### config.mk
export PLATFORM = sky130hd
export DESIGN_NAME = dmem_lsu_ctrl
export DESIGN_NICKNAME = d
export VERILOG_FILES = /design/src/rtl/dmem_lsu_pkg.sv /design/src/rtl/dmem_lsu_align.sv /design/src/rtl/dmem_lsu_ctrl.sv
export SDC_FILE = /design/constraint.sdc
export NUM_CORES = 1
export LEC_CHECK = 0
export BUFFER_PORTS_ARGS = -buffer_cell sky130_fd_sc_hd__buf_2
export CAP_MARGIN = 20
export CORE_ASPECT_RATIO = 0.8
export CORE_MARGIN = 3
export CORE_UTILIZATION = 47
export DETAILED_ROUTE_END_ITERATION = 16
export GPL_TIMING_DRIVEN = 0
export PLACE_DENSITY = 0.76
export SETUP_SLACK_MARGIN = 0.02
export SYNTH_ARGS = -nofsm -noshare
export SYNTH_HDL_FRONTEND = slang
export SYNTH_SLANG_ARGS = --single-unit
### constraint.sdc
create_clock -name clk_i -period 2.7 [get_ports clk_i]
set_clock_uncertainty 0.1 [all_clocks]
set_input_delay 0.675 -clock clk_i [delete_from_list [all_inputs] [get_ports clk_i]]
set_output_delay 0.675 -clock clk_i [all_outputs]
set_load 0.02 [all_outputs]
### src/rtl/dmem_lsu_pkg.sv
// rtl/dmem_lsu_pkg.sv - shared states, funct3 encodings and access-size decode for the load/store sequencer
package dmem_lsu_pkg;

    typedef enum logic [1:0] {
        IDLE,
        ACCESS,
        WRITE,
        RESP
    } lsu_state_t;

    typedef enum logic [1:0] {
        SZ_BYTE,
        SZ_HALF,
        SZ_WORD
    } acc_size_t;

    localparam logic [2:0] F3_B  = 3'b000;
    localparam logic [2:0] F3_H  = 3'b001;
    localparam logic [2:0] F3_W  = 3'b010;
    localparam logic [2:0] F3_BU = 3'b100;
    localparam logic [2:0] F3_HU = 3'b101;

    // Stores only know B/H/W; any other encoding, load or store, is a word access.
    function automatic acc_size_t access_size(input logic we, input logic [2:0] funct3);
        acc_size_t sz;
        sz = SZ_WORD;
        if (funct3 == F3_B || (!we && funct3 == F3_BU)) begin
            sz = SZ_BYTE;
        end else if (funct3 == F3_H || (!we && funct3 == F3_HU)) begin
            sz = SZ_HALF;
        end
        return sz;
    endfunction

endpackage

### src/rtl/dmem_lsu_align.sv
// rtl/dmem_lsu_align.sv - lane extraction with sign/zero extension for loads and lane merge for sub-word stores
module dmem_lsu_align
    import dmem_lsu_pkg::*;
(
    input  logic [31:0] word,
    input  logic [1:0]  addr_lo,
    input  logic [2:0]  funct3,
    input  logic [31:0] store_data,
    output logic [31:0] load_data,
    output logic [31:0] merge_word
);

    logic [7:0]  byte_sel;
    logic [15:0] half_sel;

    always_comb begin
        byte_sel = word[{addr_lo, 3'b000} +: 8];
        half_sel = word[{addr_lo[1], 4'b0000} +: 16];

        case (funct3)
            F3_B:    load_data = {{24{byte_sel[7]}}, byte_sel};
            F3_BU:   load_data = {24'h000000, byte_sel};
            F3_H:    load_data = {{16{half_sel[15]}}, half_sel};
            F3_HU:   load_data = {16'h0000, half_sel};
            F3_W:    load_data = word;
            default: load_data = word;
        endcase

        merge_word = word;
        case (access_size(1'b1, funct3))
            SZ_BYTE: merge_word[{addr_lo, 3'b000} +: 8]     = store_data[7:0];
            SZ_HALF: merge_word[{addr_lo[1], 4'b0000} +: 16] = store_data[15:0];
            default: merge_word = store_data;
        endcase
    end

endmodule

### src/rtl/dmem_lsu_ctrl.sv
// rtl/dmem_lsu_ctrl.sv - byte/half/word load-store sequencer with RMW sub-word stores
// Optional: define MISALIGN_TRAP_EN to report misaligned accesses instead of forcing alignment.
module dmem_lsu_ctrl
    import dmem_lsu_pkg::*;
#(
    parameter int WIDTH  = 32,
    parameter int ADDR_W = 11
) (
    input  logic             clk_i,
    input  logic             rstn_i,
    input  logic             req_valid_i,
    output logic             req_ready_o,
    input  logic             req_we_i,
    input  logic [2:0]       req_funct3_i,
    input  logic [31:0]      req_addr_i,
    input  logic [WIDTH-1:0] req_wdata_i,
    output logic             rsp_valid_o,
    output logic [WIDTH-1:0] rsp_rdata_o,
    output logic             rsp_misalign_o,
    output logic [31:0]      mem_addr_o,
    output logic [WIDTH-1:0] mem_wdata_o,
    output logic             mem_we_o,
    input  logic [WIDTH-1:0] mem_rdata_i
);

    lsu_state_t          state, next_state;
    logic                we_q;
    logic [2:0]          f3_q;
    logic [ADDR_W+1:0]   addr_q;
    logic [WIDTH-1:0]    wdata_q, merge_q, rdata_q;
    logic                mis_q, rsp_valid_q;
    logic [WIDTH-1:0]    load_data, merge_word;
    logic                accept, misalign_req, store_is_word;
    logic                unused_addr_hi;

    assign accept         = req_valid_i && (state == IDLE);
    assign store_is_word  = (access_size(1'b1, f3_q) == SZ_WORD);
    assign unused_addr_hi = ^req_addr_i[31:ADDR_W+2];

`ifdef MISALIGN_TRAP_EN
    always_comb begin
        case (access_size(req_we_i, req_funct3_i))
            SZ_HALF: misalign_req = req_addr_i[0];
            SZ_WORD: misalign_req = |req_addr_i[1:0];
            default: misalign_req = 1'b0;
        endcase
    end
`else
    assign misalign_req = 1'b0;
`endif

    dmem_lsu_align u_align (
        .word       (mem_rdata_i),
        .addr_lo    (addr_q[1:0]),
        .funct3     (f3_q),
        .store_data (wdata_q),
        .load_data  (load_data),
        .merge_word (merge_word)
    );

    always_ff @(posedge clk_i or negedge rstn_i) begin
        if (!rstn_i) begin
            state <= IDLE;
        end else begin
            state <= next_state;
        end
    end

    always_comb begin
        next_state = state;
        case (state)
            IDLE:    if (req_valid_i) next_state = misalign_req ? RESP : ACCESS;
            ACCESS:  next_state = (we_q && !store_is_word) ? WRITE : RESP;
            WRITE:   next_state = RESP;
            RESP:    next_state = IDLE;
            default: next_state = IDLE;
        endcase
    end

    // Memory strobes depend only on state and latched request, never on req_*.
    always_comb begin
        req_ready_o = (state == IDLE);
        mem_we_o    = 1'b0;
        mem_wdata_o = '0;
        case (state)
            ACCESS: if (we_q && store_is_word) begin
                mem_we_o    = 1'b1;
                mem_wdata_o = wdata_q;
            end
            WRITE: begin
                mem_we_o    = 1'b1;
                mem_wdata_o = merge_q;
            end
            default: ;
        endcase
    end

    assign mem_addr_o     = {{(32-ADDR_W){1'b0}}, addr_q[ADDR_W+1:2]};
    assign rsp_valid_o    = rsp_valid_q;
    assign rsp_rdata_o    = rdata_q;
    assign rsp_misalign_o = mis_q;

    always_ff @(posedge clk_i or negedge rstn_i) begin
        if (!rstn_i) begin
            we_q        <= 1'b0;
            f3_q        <= 3'b000;
            addr_q      <= '0;
            wdata_q     <= '0;
            merge_q     <= '0;
            rdata_q     <= '0;
            mis_q       <= 1'b0;
            rsp_valid_q <= 1'b0;
        end else begin
            // The completion pulse trails RESP by one cycle, freeing IDLE for the next accept.
            rsp_valid_q <= (state == RESP);
            if (accept) begin
                we_q    <= req_we_i;
                f3_q    <= req_funct3_i;
                addr_q  <= req_addr_i[ADDR_W+1:0];
                wdata_q <= req_wdata_i;
                rdata_q <= '0;
                mis_q   <= misalign_req;
            end
            if (state == ACCESS) begin
                if (!we_q) rdata_q <= load_data;
                merge_q <= merge_word;
            end
        end
    end

endmodule

=== After elaboration in Yosys (flattened, before gate mapping) ===
Index checks and enable logic that the tools add are counted.
W data, S select, Z words.

* Register bits: 116
* Latch bits: 0
* Bits in writable memories: 0
* Memory bits (read-only): 0
* Bits of input ports: 103
* Output and inout bits: 100
* Word-level logic and storage cells: 48
* Memories kept: 0

* $add $sub $neg: 2
* $mul: 0
* Divide/modulo/power cells: 0
* $lt $le $gt $ge: 0
* Equal/unequal tests: 9
* Shift operators: 6
* Multiplexer cells: 16
* Bitwise logic cells: 0
* Reduce and logical (&&, ||, !) cells: 7

{| class="wikitable"
|+ Operators by type and width
! cell !! count
|-
| $mux W32 || 4
|-
| $pmux W32 S2 || 2
|-
| $pmux W32 S4 || 1
|-
| $bwmux W32 || 2
|-
| $shift A16 B7 Y32 const A || 1
|-
| $shift A8 B7 Y32 const A || 1
|-
| $shiftx A16 B7 Y32 || 1
|-
| $shiftx A32 B6 Y16 || 1
|-
| $shiftx A32 B6 Y8 || 1
|-
| $shiftx A8 B7 Y32 || 1
|-
| $neg A5 Y7 || 2
|-
| $pmux W2 S4 || 1
|-
| $eq A2 B2 Y1 const B || 3
|-
| $eq A3 B3 Y1 const B || 2
|-
| $mux W2 || 3
|-
| $eq A2 B1 Y1 const B || 2
|-
| $logic_not A2 Y1 || 2
|-
| $eq A3 B1 Y1 const B || 1
|-
| $logic_and A1 B1 Y1 || 3
|-
| $logic_not A3 Y1 || 1
|-
| $mux W1 || 2
|-
| $ne A2 B2 Y1 const B || 1
|-
| $pmux W1 S2 || 1
|-
| $logic_not A1 Y1 || 1
|}

=== Logic depth before layout (Yosys ltp) ===
* Depth in word-level cells: 8
* Mapped depth: 9
* Depth with buffers taken out: 6

=== By module ===
Synthesis repeated with hierarchy kept, for this count alone.

* Cell total of the unflattened synthesis: 590
* Area total of the unflattened synthesis: 6597.6 sq um

{| class="wikitable"
|+ By module, submodules not included
! module !! times used !! cells each !! area an instance (sq um) !! sequential area each (sq um)
|-
| dmem_lsu_ctrl || 1 || 341 || 5028.6 || 2902.8
|-
| dmem_lsu_align || 1 || 249 || 1569.0 || 0.0
|}

=== Worst setup path before layout ===
No wires, ideal clock.

* Kind: reg-to-reg
* Start: register addr_q[1]
* End: register merge_q[10]
* Library setup time: 0.137 ns
* Data arrival time: 2.313 ns
* Required time: 2.463 ns
* Path slack: 0.150 ns
* Cell stages (with the launch flop): 10
* Path buffers: 3
* Clock period less this slack: 2.550 ns
* Cell sequence: dfrtp_1 -> buf_2 -> clkinv_1 -> clkbuf_1 -> ha_1 -> and4b_1 -> clkbuf_1 -> a22o_1 -> a222oi_1 -> a21oi_1

* Cells in the longest elaborated chain, start to end: 4
* Elaborated cells between the ends (all ways): 9
* Those cells by class: 2 x add/sub; 4 x shift; 3 x mux

{| class="wikitable"
|+ RTL lines
! element !! RTL line !! text
|-
| from (decl) || dmem_lsu_ctrl.sv:29 || <nowiki>logic [ADDR_W+1:0] addr_q;</nowiki>
|-
| from (signal assigned) || dmem_lsu_ctrl.sv:119 || <nowiki>addr_q <= req_addr_i[ADDR_W+1:0];</nowiki>
|-
| $neg A5 Y7, on equally long branches || dmem_lsu_align.sv:32, dmem_lsu_align.sv:31 ||
|-
| $shiftx A16 B7 Y32 (tied with other cells) || dmem_lsu_align.sv:32 || <nowiki>SZ_HALF: merge_word[{addr_lo[1], 4'b0000} +: 16] = store_data[15:0];</nowiki>
|-
| $bwmux W32, on equally long branches || dmem_lsu_align.sv:32, dmem_lsu_align.sv:31 ||
|-
| $pmux W32 S2 (*) || dmem_lsu_align.sv:30 || <nowiki>case (access_size(1'b1, funct3))</nowiki>
|-
| to (signal assigned) || dmem_lsu_ctrl.sv:126 || <nowiki>merge_q <= merge_word;</nowiki>
|-
| to (decl) || dmem_lsu_ctrl.sv:30 || <nowiki>logic [WIDTH-1:0] wdata_q, merge_q, rdata_q;</nowiki>
|}

Mark *: on every way between the ends. The rest lies on a longest branch, timed or not.
A chain may end at the register's enable or synchronous reset.

=== Worst setup path in the final report ===
* Start: register state[1]
* End: output port mem_wdata_o[2]

* Cells in the longest elaborated chain, start to end: 2
* Elaborated cells between the ends (all ways): 3
* Those cells by class: 2 x eq/ne; 1 x mux

{| class="wikitable"
|+ RTL lines
! element !! RTL line !! text
|-
| from (decl) || dmem_lsu_ctrl.sv:26 || <nowiki>lsu_state_t state, next_state;</nowiki>
|-
| from (signal assigned) || dmem_lsu_ctrl.sv:65 || <nowiki>state <= next_state;</nowiki>
|-
| $eq A2 B2 Y1 or $eq A2 B1 Y1 (tied branches) || dmem_lsu_ctrl.sv:85 || <nowiki>case (state)</nowiki>
|-
| $pmux W32 S2 (*) || dmem_lsu_ctrl.sv:85 ||
|-
| to (decl) || dmem_lsu_ctrl.sv:21 || <nowiki>output logic [WIDTH-1:0] mem_wdata_o,</nowiki>
|}

Marked as above.

==> results.yml <==
run_status:
  outcome: "complete, no violations"
clock_tree:
  clockRootBuffer: "clkbuf_16"
  path_clk_slew_ns: 0.06
  cts_buffers: 17
  insertion_delay_ns: 0.43
  cts.htree.levels: 4
  clock_sinks: 116
  clockBufferDepth: 2
  cts_tree: "built"
  cts_hold_buffers: 0
setup_path:
  crit_path_max_fanout: 6
  cp-startpoint: "state[1]$_DFFE_PN0P_"
  worst-r2r-cell-count: 8
  end_kind: "output port"
  worstPathRequired_ns: 1.92
  slowest_delay_ns: 0.43
  path_class: "reg2out"
  crit_buf_inv: 3
  crit_chain: "inv_4, ha_4, and3_4, buf_6, a22oi_2, nor2b_1, buf_4"
  timing.rr.start: "addr_q[1]$_DFFE_PN0P_"
  r2r-end: "merge_q[10]$_DFFE_PN0P_"
  cp_top_family: "simple AND/OR/NAND/NOR gates"
  critPathLaunchType: "flop"
  r2r_slack_ns: 0.17
  critPathSlowestCell: "dfrtp_2"
  arrival_ns: 1.92
drt:
  wl_per_cell_um: 20.7
  routed_via_density: 5.94
  wl_um: 22100
  drt_first_pass_iters: 8
  dr_total_vias: 6335
  drt_iter0_drc: 723
  ant_nets: 0
  drc: 0
cells_and_area:
  nNetsFinal: 987
  nFillCells: 1184
  drive_gt1_share_pct: 40.1
  post-route-util_pct: 63.6
  finalNonFillerCells: 1067
  n_antenna_cell: 0
  synthToLayoutAreaGrowth_pct: 30.4
synthesis:
  synth_common_cells: "dfrtp_1 (116), a22oi_1 (55), mux2_2 (52)"
  yosysMostFrequentCell: "dfrtp_1"
  yosysWarnings: 0
  ys_types: 53
  yosysSeqAreaShare_pct: 43.1
  syn_area_um2: 6730
  synth-edff-count: 0
  synth_area_leaders: "dfrtp_1 (43%), mux2_2 (8.7%), a22oi_1 (6.1%)"
  synthFlopType: "dfrtp_1"
  synthCells: 669
  ys_seq_elements: 116
  synth_area_per_cell_um2: 10.1
  synth_top_area_cell: "dfrtp_1"
  netlist.area_leader.share_pct: 43.1
  async_reset_ff_share_pct: 100
placed_design:
  port_buffers: 161
  dp_hpwl_um: 15900
  place_inst: 1032
  gp_congestion: 0.940
floorplanning:
  start_util_pct: 48.8
  io_pins: 203
  die_y_um: 113
  die-area_um2: 15800
  fp.dieW_um: 140
  core_area_um2: 13800
  rows: 38
pwr:
  design_power_total_mw: 12.2
  peakVddDrop_uv: 675
  leakage_nw: 3.92
  power.density_nw_per_um2: 1390
timing:
  finalCritPeriodShare_pct: 99.8
  worst_slew_pin_slew_ns: 0.884
  clock.fmax_mhz: 371
  fin_crit_ns: 2.70
  setup_viol: 0
  drv_slew: 0
  rsz0062_at_grt: "true"
  slew-limit-headroom_pct: 40.6
  finalHoldViolations: 0
  whs_ns: 0.00732
worst_hold_path:
  hp-class: "in2async"
global_routing:
  overflow: 0
  antenna_found_initial: 1
  grtUsageTotal_pct: 27.5
  grt_pass1_vias: 6149
  grt_max_degree: 92
  grt_pass1_wl_um: 34200
run:
  max-cap-violations: 0
[sequential cells by signal, summed over array words and instances, names as in the netlist]
register	count
wdata_q	32
rsp_rdata_o	32
we_q	1
f3_q	3
addr_q	13
state	2
rsp_valid_o	1
merge_q	32
[how the worst max path moves through the flow]
| stage | cells after the start | endpoint | slack [ns] |
|---|---|---|---|
| after floorplan | 9 | merge_q[10]$_DFFE_PN0P_ | 0.15 |
| after global placement | 1 | wdata_q[2]$_DFFE_PN0P_ | -0.58 |
| after detailed placement | 9 | merge_q[10]$_DFFE_PN0P_ | -0.48 |
| after CTS | 7 | mem_wdata_o[13] | 0.01 |
| after global routing | 6 | mem_wdata_o[13] | -0.04 |
| final | 7 | mem_wdata_o[2] | 0.005 |
[metal layers]
metal  track usage (%)  up-vias  wire length, um
met3              7.31       45             2400
met5                 0        -               19
li1                  -     2854                -
met2              41.0      370            10000
met1              38.6     3064             9110
met4              10.1        2              516
[per-stage QoR]
step	cell area [um^2]	worst slack, ns	setup TNS (ns)
after floorplan	6810	0.150	0
final	8770	0.00497	0
after CTS	8620	0.0136	0
after global routing	8770	-0.0373	-0.314
after global placement	7840	-0.579	-82.75
after detailed placement	7870	-0.484	-17.38
[where the power goes]
part	switching [mW]	leakage [nW]	total (mW)	internal, mW
Combinational	3.76	2.26	6.67	2.91
Clock	0.880	0.269	2.20	1.32
Sequential	0.735	1.39	3.35	2.61
Total	5.38	3.92	12.2	6.84
[area by class of cell]
cell class	count	area, um^2	area share [%]
flip-flops and latches	116	2910	33.2
inverters	12	50.0	0.570
well taps	180	225	2.57
repair buffers	171	986	11.2
plain buffers	88	536	6.10
clock buffers	19	453	5.16
clock inverters	13	125	1.43
multi-input cells	468	3490	39.8
[cell families (layout without fill, tap and decap cells)]
| logic type | Yosys count | after routing | synth area share [%] |
|---|---|---|---|
| AO/OA/AOI/OAI | 220 | 220 | 25.2 |
| adder cells (fa/ha/maj) | 10 | 10 | 1.86 |
| buffers and inverters | 106 | 303 | 8.05 |
| flip-flops | 116 | 116 | 43.1 |
| multiplexers | 58 | 58 | 9.78 |
| other | 1 | 22 | 0.0557 |
| AND/OR/NAND/NOR | 158 | 158 | 11.9 |
[repair_timing]
item | CTS | global route
endpoints found under the setup margin | 65 | 59
setup buffers | 6 | 2
gates resized for setup | 48 | 45
cloned | 1 | 0
pin swaps | 3 | 4
[placed cells by master (no fill, tap or decap), types with 4 or more instances in the layout]
| cell | n |
|---|---|
| dfrtp_2 | 5 |
| o2bb2ai_1 | 6 |
| buf_1 | 7 |
| buf_2 | 135 |
| a41oi_1 | 16 |
| a22oi_1 | 39 |
| nor2_1 | 39 |
| nor2b_1 | 42 |
| a221o_2 | 10 |
| clkbuf_16 | 17 |
| dfrtp_1 | 111 |
| clkinvlp_4 | 5 |
| clkbuf_1 | 31 |
| a222oi_1 | 8 |
| a21oi_1 | 37 |
| buf_4 | 73 |
| o21ai_0 | 13 |
| mux2i_1 | 5 |
| nand2_1 | 43 |
| a22oi_2 | 16 |
| mux2_2 | 52 |
| ha_1 | 7 |
| nor3_1 | 10 |
| o22ai_1 | 7 |
| inv_1 | 9 |
| a221o_1 | 9 |
| a31o_2 | 6 |
| buf_6 | 5 |
| o21a_1 | 4 |
| nand2b_1 | 5 |
| conb_1 | 22 |
| a22o_1 | 28 |
Note: power is estimated with default switching activity, not from simulation.
